<file path="src/rtl/freq_ratio_calc.sv">
// freq_ratio_calc: f = Nx * F_BASE_HZ / Nb via 32-cycle shift-add multiply then 64-cycle restoring divide.
// Define FREQ_RATIO_ROUND_EN for round-half-up; otherwise the quotient truncates.
module freq_ratio_calc #(
  parameter int unsigned F_BASE_HZ = 100_000_000,
  parameter int          CNT_W     = 32
) (
  input  logic             sysclk,
  input  logic             reset,
  input  logic [CNT_W-1:0] fx_cnt,
  input  logic [CNT_W-1:0] fbase_cnt,
  input  logic             cnt_valid,
  output logic [CNT_W-1:0] freq_hz,
  output logic             freq_valid,
  output logic             div_err,
  output logic             busy
);
  localparam int AW = 2 * CNT_W;
  localparam int CW = $clog2(AW);
  localparam logic [AW-1:0] FB = AW'(F_BASE_HZ);
  typedef enum logic [1:0] {IDLE, MUL, DIV, DONE} state_t;
  state_t state_q, state_d;
  logic [CW-1:0]    cnt_q, cnt_d;
  logic [CNT_W-1:0] nx_q, nx_d, nb_q, nb_d, rem_q, rem_d, freq_hz_q, freq_hz_d;
  logic [AW-1:0]    mc_q, mc_d, acc_q, acc_d, mul_acc, rnd;
  logic [CNT_W:0]   r_sh;
  logic             zero_q, zero_d, freq_valid_q, freq_valid_d, div_err_q, div_err_d;
  logic             ge, sat, last_mul;
`ifdef FREQ_RATIO_ROUND_EN
  assign rnd = AW'(nb_q >> 1);
`else
  assign rnd = '0;
`endif
  always_ff @(posedge sysclk or negedge reset)
    if (!reset) state_q <= IDLE;
    else state_q <= state_d;
  assign last_mul = cnt_q == CW'(CNT_W - 1);
  always_comb begin
    state_d = state_q;
    case (state_q)
      IDLE: if (cnt_valid) state_d = MUL;
      MUL:  if (last_mul) state_d = DIV;
      DIV:  if (cnt_q == CW'(AW - 1)) state_d = DONE;
      default: state_d = IDLE;
    endcase
  end
  // freq_valid extends busy across the result cycle, after the FSM is already back in IDLE
  always_comb busy = (state_q != IDLE) || freq_valid_q;
  assign freq_hz    = freq_hz_q;
  assign freq_valid = freq_valid_q;
  assign div_err    = div_err_q;
  // acc holds the product during MUL and shifts into the quotient during DIV
  always_comb begin
    cnt_d        = cnt_q;
    nx_d         = nx_q;
    nb_d         = nb_q;
    mc_d         = mc_q;
    acc_d        = acc_q;
    rem_d        = rem_q;
    zero_d       = zero_q;
    freq_hz_d    = freq_hz_q;
    div_err_d    = div_err_q;
    freq_valid_d = 1'b0;
    r_sh         = {rem_q, acc_q[AW-1]};
    ge           = r_sh >= {1'b0, nb_q};
    sat          = zero_q || (|acc_q[AW-1:CNT_W]);
    mul_acc      = acc_q + (nx_q[0] ? mc_q : '0);
    case (state_q)
      IDLE: if (cnt_valid) begin
        cnt_d  = '0;
        nx_d   = fx_cnt;
        nb_d   = fbase_cnt;
        mc_d   = FB;
        acc_d  = '0;
        rem_d  = '0;
        zero_d = fbase_cnt == '0;
      end
      MUL: begin
        nx_d  = nx_q >> 1;
        mc_d  = mc_q << 1;
        cnt_d = last_mul ? '0 : cnt_q + 1'b1;
        acc_d = last_mul ? mul_acc + rnd : mul_acc;
      end
      DIV: begin
        rem_d = ge ? CNT_W'(r_sh - {1'b0, nb_q}) : r_sh[CNT_W-1:0];
        acc_d = {acc_q[AW-2:0], ge};
        cnt_d = cnt_q + 1'b1;
      end
      default: begin
        freq_hz_d    = sat ? '1 : acc_q[CNT_W-1:0];
        div_err_d    = sat;
        freq_valid_d = 1'b1;
      end
    endcase
  end
  always_ff @(posedge sysclk or negedge reset)
    if (!reset) begin
      cnt_q        <= '0;
      nx_q         <= '0;
      nb_q         <= '0;
      mc_q         <= '0;
      acc_q        <= '0;
      rem_q        <= '0;
      zero_q       <= 1'b0;
      freq_hz_q    <= '0;
      div_err_q    <= 1'b0;
      freq_valid_q <= 1'b0;
    end else begin
      cnt_q        <= cnt_d;
      nx_q         <= nx_d;
      nb_q         <= nb_d;
      mc_q         <= mc_d;
      acc_q        <= acc_d;
      rem_q        <= rem_d;
      zero_q       <= zero_d;
      freq_hz_q    <= freq_hz_d;
      div_err_q    <= div_err_d;
      freq_valid_q <= freq_valid_d;
    end
endmodule

</file>
<file path="config.mk">
export PLATFORM = sky130hd
export DESIGN_NAME = freq_ratio_calc
export DESIGN_NICKNAME = d
export VERILOG_FILES = /design/src/rtl/freq_ratio_calc.sv
export SDC_FILE = /design/constraint.sdc
export NUM_CORES = 1
export LEC_CHECK = 0
export CORE_MARGIN = 2
export CORE_UTILIZATION = 40
export CTS_CLUSTER_DIAMETER = 80
export DETAILED_ROUTE_END_ITERATION = 7
export HOLD_SLACK_MARGIN = 0.02
export PLACE_DENSITY = 0.67
export SETUP_SLACK_MARGIN = 0.1
export SYNTH_ARGS = -nofsm -noshare
export SYNTH_HDL_FRONTEND = slang
export SYNTH_SLANG_ARGS = --single-unit
</file>
<file path="constraint.sdc">
create_clock -name sysclk -period 4 [get_ports sysclk]
set_input_delay 0.8 -clock sysclk [delete_from_list [all_inputs] [get_ports sysclk]]
set_output_delay 0.8 -clock sysclk [all_outputs]
set_load 0.005 [all_outputs]
</file>
==> summary.md, run 1 <==
| Metric | Value |
|---|---|
| Status | `complete, no violations` |
| Peak supply drop | `0.393 mV` |
| Xor/xnor share of the synthesized area | `3.84%` |
| Critical Path Start | `nx_q[0]` |
| Launch point of the worst reg-to-reg path | `nx_q[0]` |
| Post-Synthesis Cells | `1,814` |
| Final HPWL DP | `31,600 um` |
| Global-route wire length before repair | `72,100 um` |
| Vias | `14,000` |
| Reg2reg path depth | `13` |
| I/O pin total | `102` |
| Crit path largest cell delay | `420 ps` |
| Syn nets | `1,975` |
| Critical-path cell list | `buf_12, and2_1, ha_1, fa_1, a21o_1, a221oi_4, nor4b_2, o311ai_2, nand3_2, o31ai_4, o21ai_0, xnor2_1, o22ai_1` |
| Top post-synthesis cells by area | `dfrtp_1, ha_1, o21ai_0, a21oi_1, nand2_1` |
| Arr. time, crit path | `3910 ps` |
| CTS root buffer | `clkbuf_16` |
| Final setup violation count | `0` |
| MaxCap Viol Count | `0` |
| Final critical-path share of the clock period | `87.2%` |
| Die W | `207 um` |
| Site Rows | `74` |
| Synth cell count leaders | `dfrtp_1, nand2_1, o21ai_0, a21oi_1, clkbuf_1` |
| Placed cells | `2,372` |
| Setup TNS | `0 ps` |
| Num CTS Buffers | `30` |
| CTS H-tree lvls | `1` |
| Worst Max-Slew Pin Slew | `1090 ps` |
| Post-synth EDFFs | `0` |
| Hold violation count in the final report | `0` |
| Complex-gate fraction of the synthesized area | `24.4%` |
| Violation count after the first detailed-route iteration | `818` |
| Largest net degree at the start of global routing | `97` |
| Final ANT Viol Nets | `0` |
| TritonCTS clock tree | `built` |
| Async set or reset register ratio after synthesis | `100%` |
| Setup CP Type | `reg -> reg` |
| Filler cells | `3,819` |
| Leak | `8.58 nW` |
| First drt pass iteration count | `5` |
| Die area | `0.0427 sq mm` |
| Layout cells sized above 1 | `8.13%` |
| Cts hold-fix bufs | `0` |
| Post-synthesis mux area share | `5.00%` |
| Nature of the critical path startpoint | `flop` |
| Core Box Area | `0.0406 sq mm` |
| Vias in the first global route | `13,800` |
| Post-Layout Cell Count | `2,426` |
| Antenna Cells | `0` |
| GRT Total Usage | `20.7%` |
| Max FO, Critical Path | `57` |
| Synthesized area | `0.0164 sq mm` |
| Average cell area after synthesis | `9.05 sq um` |
| Global route overflow | `0` |
| Primary FF master, synth | `dfrtp_1` |
| Slew HR | `25.8%` |
| Critical path's slowest cell | `fa_1` |
| Maximum clock path buffer count | `3` |
| Register area share after synthesis | `39.5%` |
| CP required | `4430 ps` |
| Gpl congestion | `0.945` |
| Post-CTS sizing | `0` |
| Setup bufs post-CTS | `0` |
| Unique masters post-synth | `82` |
| FMAX | `287 MHz` |
| Slew Limit Fails | `0` |
| Starting density of the core | `40.4%` |
| Crit end category | `flop` |
| RSZ-0062 raised after global routing | `no` |
| Clock transition at the registers of the reported paths | `60 ps` |
| Die Y | `207 um` |
| Final nets | `2,033` |
| Area share of the leading cell type in the synthesized netlist | `39.5%` |
| Via/cell ratio | `5.76` |
| Minimum clock period | `3490 ps` |
| Post-Synth Adder-Cell Area | `7.26%` |
| Area Overhead vs Synth | `16.2%` |
| WL final | `43,600 um` |
| Initial antenna violation count | `0` |
| Most common cell in the netlist | `dfrtp_1` |
| Clk_skew | `29.1 ps` |
| Synth area leader | `dfrtp_1` |
| Worst skew pair latency | `580 ps` |
| Number of synthesized register bits | `259` |
| Worst min path class | `in -> async` |
| Combinational family with the most area after synthesis | `compound AO/OA/AOI/OAI gates` |
| Per-cell routed wire length | `18.0 um` |
| Synth warn | `0` |
| PD cells | `639 mW/mm^2` |
| CTS Sinks | `259` |
| Simple logic cell fraction of the synthesized area | `15.6%` |
| Remaining DRCs | `0` |
| Port Buffers | `101` |
## through the flow
step / util [%] / power, mW / cell area (sq um) / hold slack [ps] / setup slack [ps]
CTS: 46.9 / 12.3 / 19100 / 271 / 546
finish: 46.9 / 12.2 / 19100 / 246 / 513
detailed placement: 44.4 / 9.33 / 18000 / 472 / 573
global placement: 44.4 / 9.19 / 18000 / 461 / 649
global route: 46.9 / 13.1 / 19100 / 313 / 298
floorplan: - / 7.51 / 16400 / 450 / 912
## final cells by class
| type | count | area [sq um] | share of cell area [%] |
|---|---|---|---|
| inverters | 71 | 267 | 1.40 |
| clock buffers | 42 | 877 | 4.60 |
| multi-input cells | 1369 | 9240 | 48.4 |
| repair buffers | 141 | 1380 | 7.23 |
| flip-flops and latches | 259 | 6480 | 34.0 |
| well taps | 532 | 666 | 3.49 |
| clock inverters | 12 | 170 | 0.892 |
## where the power goes
group          switching (mW)  total (mW)  internal, mW
sequential              0.557        3.92          3.36
clock                    1.11        2.89          1.78
combinational            3.26        5.38          2.12
## sequential cells by signal, summed over array words and instances, names as in the netlist
name,count
freq_valid,1
cnt_q,6
acc_q,64
div_err,1
freq_hz,32
nx_q,32
state_q,2
nb_q,32
zero_q,1
rem_q,32
mc_q,56
## worst max-delay path: cells and delay by family, from the launching register on
kind                     cells  cell delay [ps]
buffers and inverters        1              180
flip-flops                   1              390
XOR/XNOR                     1              180
AND/OR/NAND/NOR              3              490
AO/OA/AOI/OAI                6             1430
adder cells (fa/ha/maj)      2              640
## per-layer routing
metal  vias up  part of all wire (%)  wire length, um  track usage, %
met4         0                   3.2             1410            6.58
met5         -                     0                0               0
li1       6720                     -                -               -
met2       361                    45            19700            33.5
met3        80                   5.2             2270            3.06
met1      6808                    46            20200            28.5
## cells in the final DEF (no fill, tap or decap), types with 65 or more instances in the layout
cell type and instances:
nand2_1 183, inv_1 70, nor2_1 84, and2_1 65, clkdlybuf4s50_1 100, o21ai_0 156
ha_1 91, dfrtp_1 259, a21oi_1 138
## cell families after synthesis
logic type / count (synthesis)
AOI/OAI and AO/OA: 603
and+or+nand+nor: 522
DFF: 259
buffers and inverters: 186
adders and majority gates: 94
muxes: 78
xor gates and xnor gates: 72
## worst paths after layout
check / end / slack (ps)
max: acc_q[58] / 510
min: freq_hz[4] / 250
max reg2reg: acc_q[58] / 510
min reg2reg: nx_q[2] / 480
max in group asynchronous: mc_q[46] / 2810
min in group sysclk: nx_q[2] / 480
Power figures use the tool's default switching activity.
==> inputs of run 2 (changes only) <==
--- a/config.mk
+++ b/config.mk
@@ -12,4 +12,5 @@
 export HOLD_SLACK_MARGIN = 0.02
 export PLACE_DENSITY = 0.67
+export RECOVER_POWER = 100
 export SETUP_SLACK_MARGIN = 0.1
 export SYNTH_ARGS = -nofsm -noshare
==> constraint.sdc (replaced) <==
create_clock -name sysclk -period 4 [get_ports sysclk]
set_input_delay 0.8 -clock sysclk [delete_from_list [all_inputs] [get_ports sysclk]]
set_output_delay 0.8 -clock sysclk [all_outputs]
set_load 0.02 [all_outputs]
==> summary.md, run 2 (synthesized netlist as in run 1, its figures left out) <==
| Metric | Value |
|---|---|
| FMAX | `283 MHz (-1.4%)` |
| Post-Layout Cell Count | `2,426 (unchanged)` |
| Hold Crit Endpoint | `div_err` |
| Max FO, Critical Path | `57 (unchanged)` |
| Cells on Worst Hold Path | `1` |
| Worst skew pair latency | `580 ps (about the same)` |
| Register with the most flip-flops | `acc_q` |
| Slew Limit Fails | `190 (+190)` |
| Placed Area | `0.0180 sq mm (unchanged)` |
| Global-route wire length before repair | `72,100 um (unchanged)` |
| Setup TNS | `0 ps (unchanged)` |
| Final instance area | `0.0190 sq mm (-0.59%)` |
| I/O pin total | `102 (unchanged)` |
| Reg-to-reg endpoint | `acc_q[34]` |
| Post-CTS sizing | `0 (unchanged)` |
| Layout cells sized above 1 | `7.02% (-1.1 points)` |
| Final critical-path share of the clock period | `88.5% (+1.3 points)` |
| Final nets | `2,033 (unchanged)` |
| Worst Max-Slew Pin Slew | `2500 ps (+1410 ps)` |
| WL final | `43,600 um (about the same)` |
| Port Buffers | `101 (unchanged)` |
| Status | `finished with violations` |
| Arr. time, crit path | `4010 ps (+100 ps)` |
| Maximum clock path buffer count | `3 (unchanged)` |
| Largest regs | `acc_q (64), mc_q (56)` |
| Core Box Area | `0.0406 sq mm (unchanged)` |
| R2R setup slack | `460 ps (-50 ps)` |
| Clk_skew | `25.4 ps (-3.78 ps)` |
| Setup bufs post-CTS | `0 (unchanged)` |
| PD cells | `647 mW/mm^2 (+1.2%)` |
| Total power | `12.3 mW (+0.65%)` |
| Worst min path class | `reg -> reg` |
| Via/cell ratio | `5.77 (+0.26%)` |
| Area Overhead vs Synth | `15.5%` |
| Launch point of the worst reg-to-reg path | `nx_q[0]` |
| Die W | `207 um (unchanged)` |
| Net Sw Frac | `41.3% (+0.91 points)` |
| Largest net degree at the start of global routing | `97 (unchanged)` |
| Reg area | `0.00648 sq mm (unchanged)` |
| Crit end category | `flop` |
| Nature of the critical path startpoint | `flop` |
| Filler cells | `3,843 (+0.63%)` |
| Minimum clock period | `3540 ps (+51.0 ps)` |
| Vias in the first global route | `13,800 (unchanged)` |
| Internal | `7.19 mW (-0.89%)` |
| Site Rows | `74 (unchanged)` |
| Multi-input gate area | `0.00918 sq mm (-0.69%)` |
| Peak supply drop | `0.384 mV (-2.5%)` |
| Initial antenna violation count | `0 (unchanged)` |
| Num CTS Buffers | `30 (unchanged)` |
| RSZ-0062 raised after global routing | `no` |
| Min-delay src | `div_err` |
| Die area | `0.0427 sq mm (unchanged)` |
| Violation count after the first detailed-route iteration | `848 (+3.7%)` |
| Remaining DRCs | `0 (unchanged)` |
| Commonest non-fill, non-tap cell in the layout | `dfrtp_1` |
| CP required | `4470 ps (+40 ps)` |
| Cts hold-fix bufs | `0 (unchanged)` |
| Placed cells | `2,372 (unchanged)` |
| CTS H-tree lvls | `1 (unchanged)` |
| Clock Power Share | `23.5% (-0.2 points)` |
| Antenna Cells | `0 (unchanged)` |
| Max FFs per register | `64 (unchanged)` |
| First drt pass iteration count | `5 (unchanged)` |
| Net switching power | `5.07 mW (+2.9%)` |
| MaxCap Viol Count | `4 (+4)` |
| Slew HR | `-66.5% (-92 points)` |
| CTS Sinks | `259 (unchanged)` |
| TritonCTS clock tree | `built` |
| Setup CP Type | `reg -> reg` |
| Global route overflow | `0 (unchanged)` |
| Failing checks | `max-capacitance violations, max-slew violations` |
| GRT Total Usage | `20.7% (unchanged)` |
| Vias | `14,000 (+0.26%)` |
| Clock transition at the registers of the reported paths | `60 ps (about the same)` |
| Per-cell routed wire length | `18.0 um (about the same)` |
| Seq pwr share | `31.9% (-0.2 points)` |
| Reg2reg path depth | `13 (unchanged)` |
| CTS root buffer | `clkbuf_16` |
| Die Y | `207 um (unchanged)` |
| Starting density of the core | `40.4% (unchanged)` |
| Most frequent cells in the layout | `dfrtp_1, nand2_1, o21ai_0` |
| Final ANT Viol Nets | `0 (unchanged)` |
| Leak | `8.44 nW (-1.6%)` |
| Final setup violation count | `0 (unchanged)` |
| Hold violation count in the final report | `0 (unchanged)` |
| Final HPWL DP | `31,600 um (unchanged)` |
| Gpl congestion | `0.945 (unchanged)` |
| Combinational power share | `44.6% (+0.4 points)` |
| Hold Slack | `476 ps (+230 ps)` |
run 2: changes by cell type in the layout (fill, tap and decap cells not counted), moves of 7 or more:
cell,change
buf_4,-12
o21ai_0,+7
o21ai_1,-7
clkdlybuf4s50_1,-35
clkbuf_1,+7
dlygate4sd3_1,+35
run 2: worst max path at each step:
stage	endpoint	from	slack [ps]	cells past startpoint
finish	acc_q[34]	nx_q[0]	460	13
detailed placement	acc_q[54]	nx_q[0]	570	13
global route	rem_q[4]	nb_q[1]	180	12
floorplan	acc_q[34]	nx_q[0]	910	13
global placement	acc_q[62]	nx_q[0]	650	13
CTS	acc_q[58]	nx_q[0]	550	13
run 2: power groups by stage:
| stage | registers (mW) | logic, mW | clock network [mW] |
|---|---|---|---|
| after detailed placement | 3.96 | 5.53 | 0 |
| after global routing | 4.02 | 6.07 | 3.05 |
| after CTS | 3.93 | 5.56 | 2.96 |
| final | 3.91 | 5.47 | 2.88 |
| after global placement | 3.93 | 5.43 | 0 |
| after floorplan | 3.93 | 3.75 | 0 |
run 2: critical path, cell delays in order, from the launching register on:
cell,delay [ps]
dfrtp_1,390
buf_12,170
and2_1,170
ha_1,220
fa_1,420
a21o_1,220
a221oi_4,300
nor4b_1,130
nor3_1,290
o21bai_1,180
a21oi_1,270
o221ai_1,160
xor2_1,170
a221o_1,320
run 2: cell type report:
type | instances | share of cell area (%)
clock inverter | 12 | 0.897
timing repair buffer | 141 | 7.01
sequential | 259 | 34.2
inverter | 71 | 1.41
clock buffer | 42 | 4.62
tap | 532 | 3.51
multi-input combinational | 1369 | 48.4
run 2: routing by layer:
layer	up-vias	GRT usage, %	share of wire [%]
li1	6723	-	-
met1	6880	28.5	46
met2	331	33.5	45
met3	72	3.06	5.1
met4	0	6.58	3.0
met5	-	0	0
run 2: stage by stage:
stage,worst slack (ps),util [%]
floorplan,912,-
global placement,649,44.4
detailed placement,573,44.4
CTS,546,46.9
global route,183,46.7
finish,462,46.7
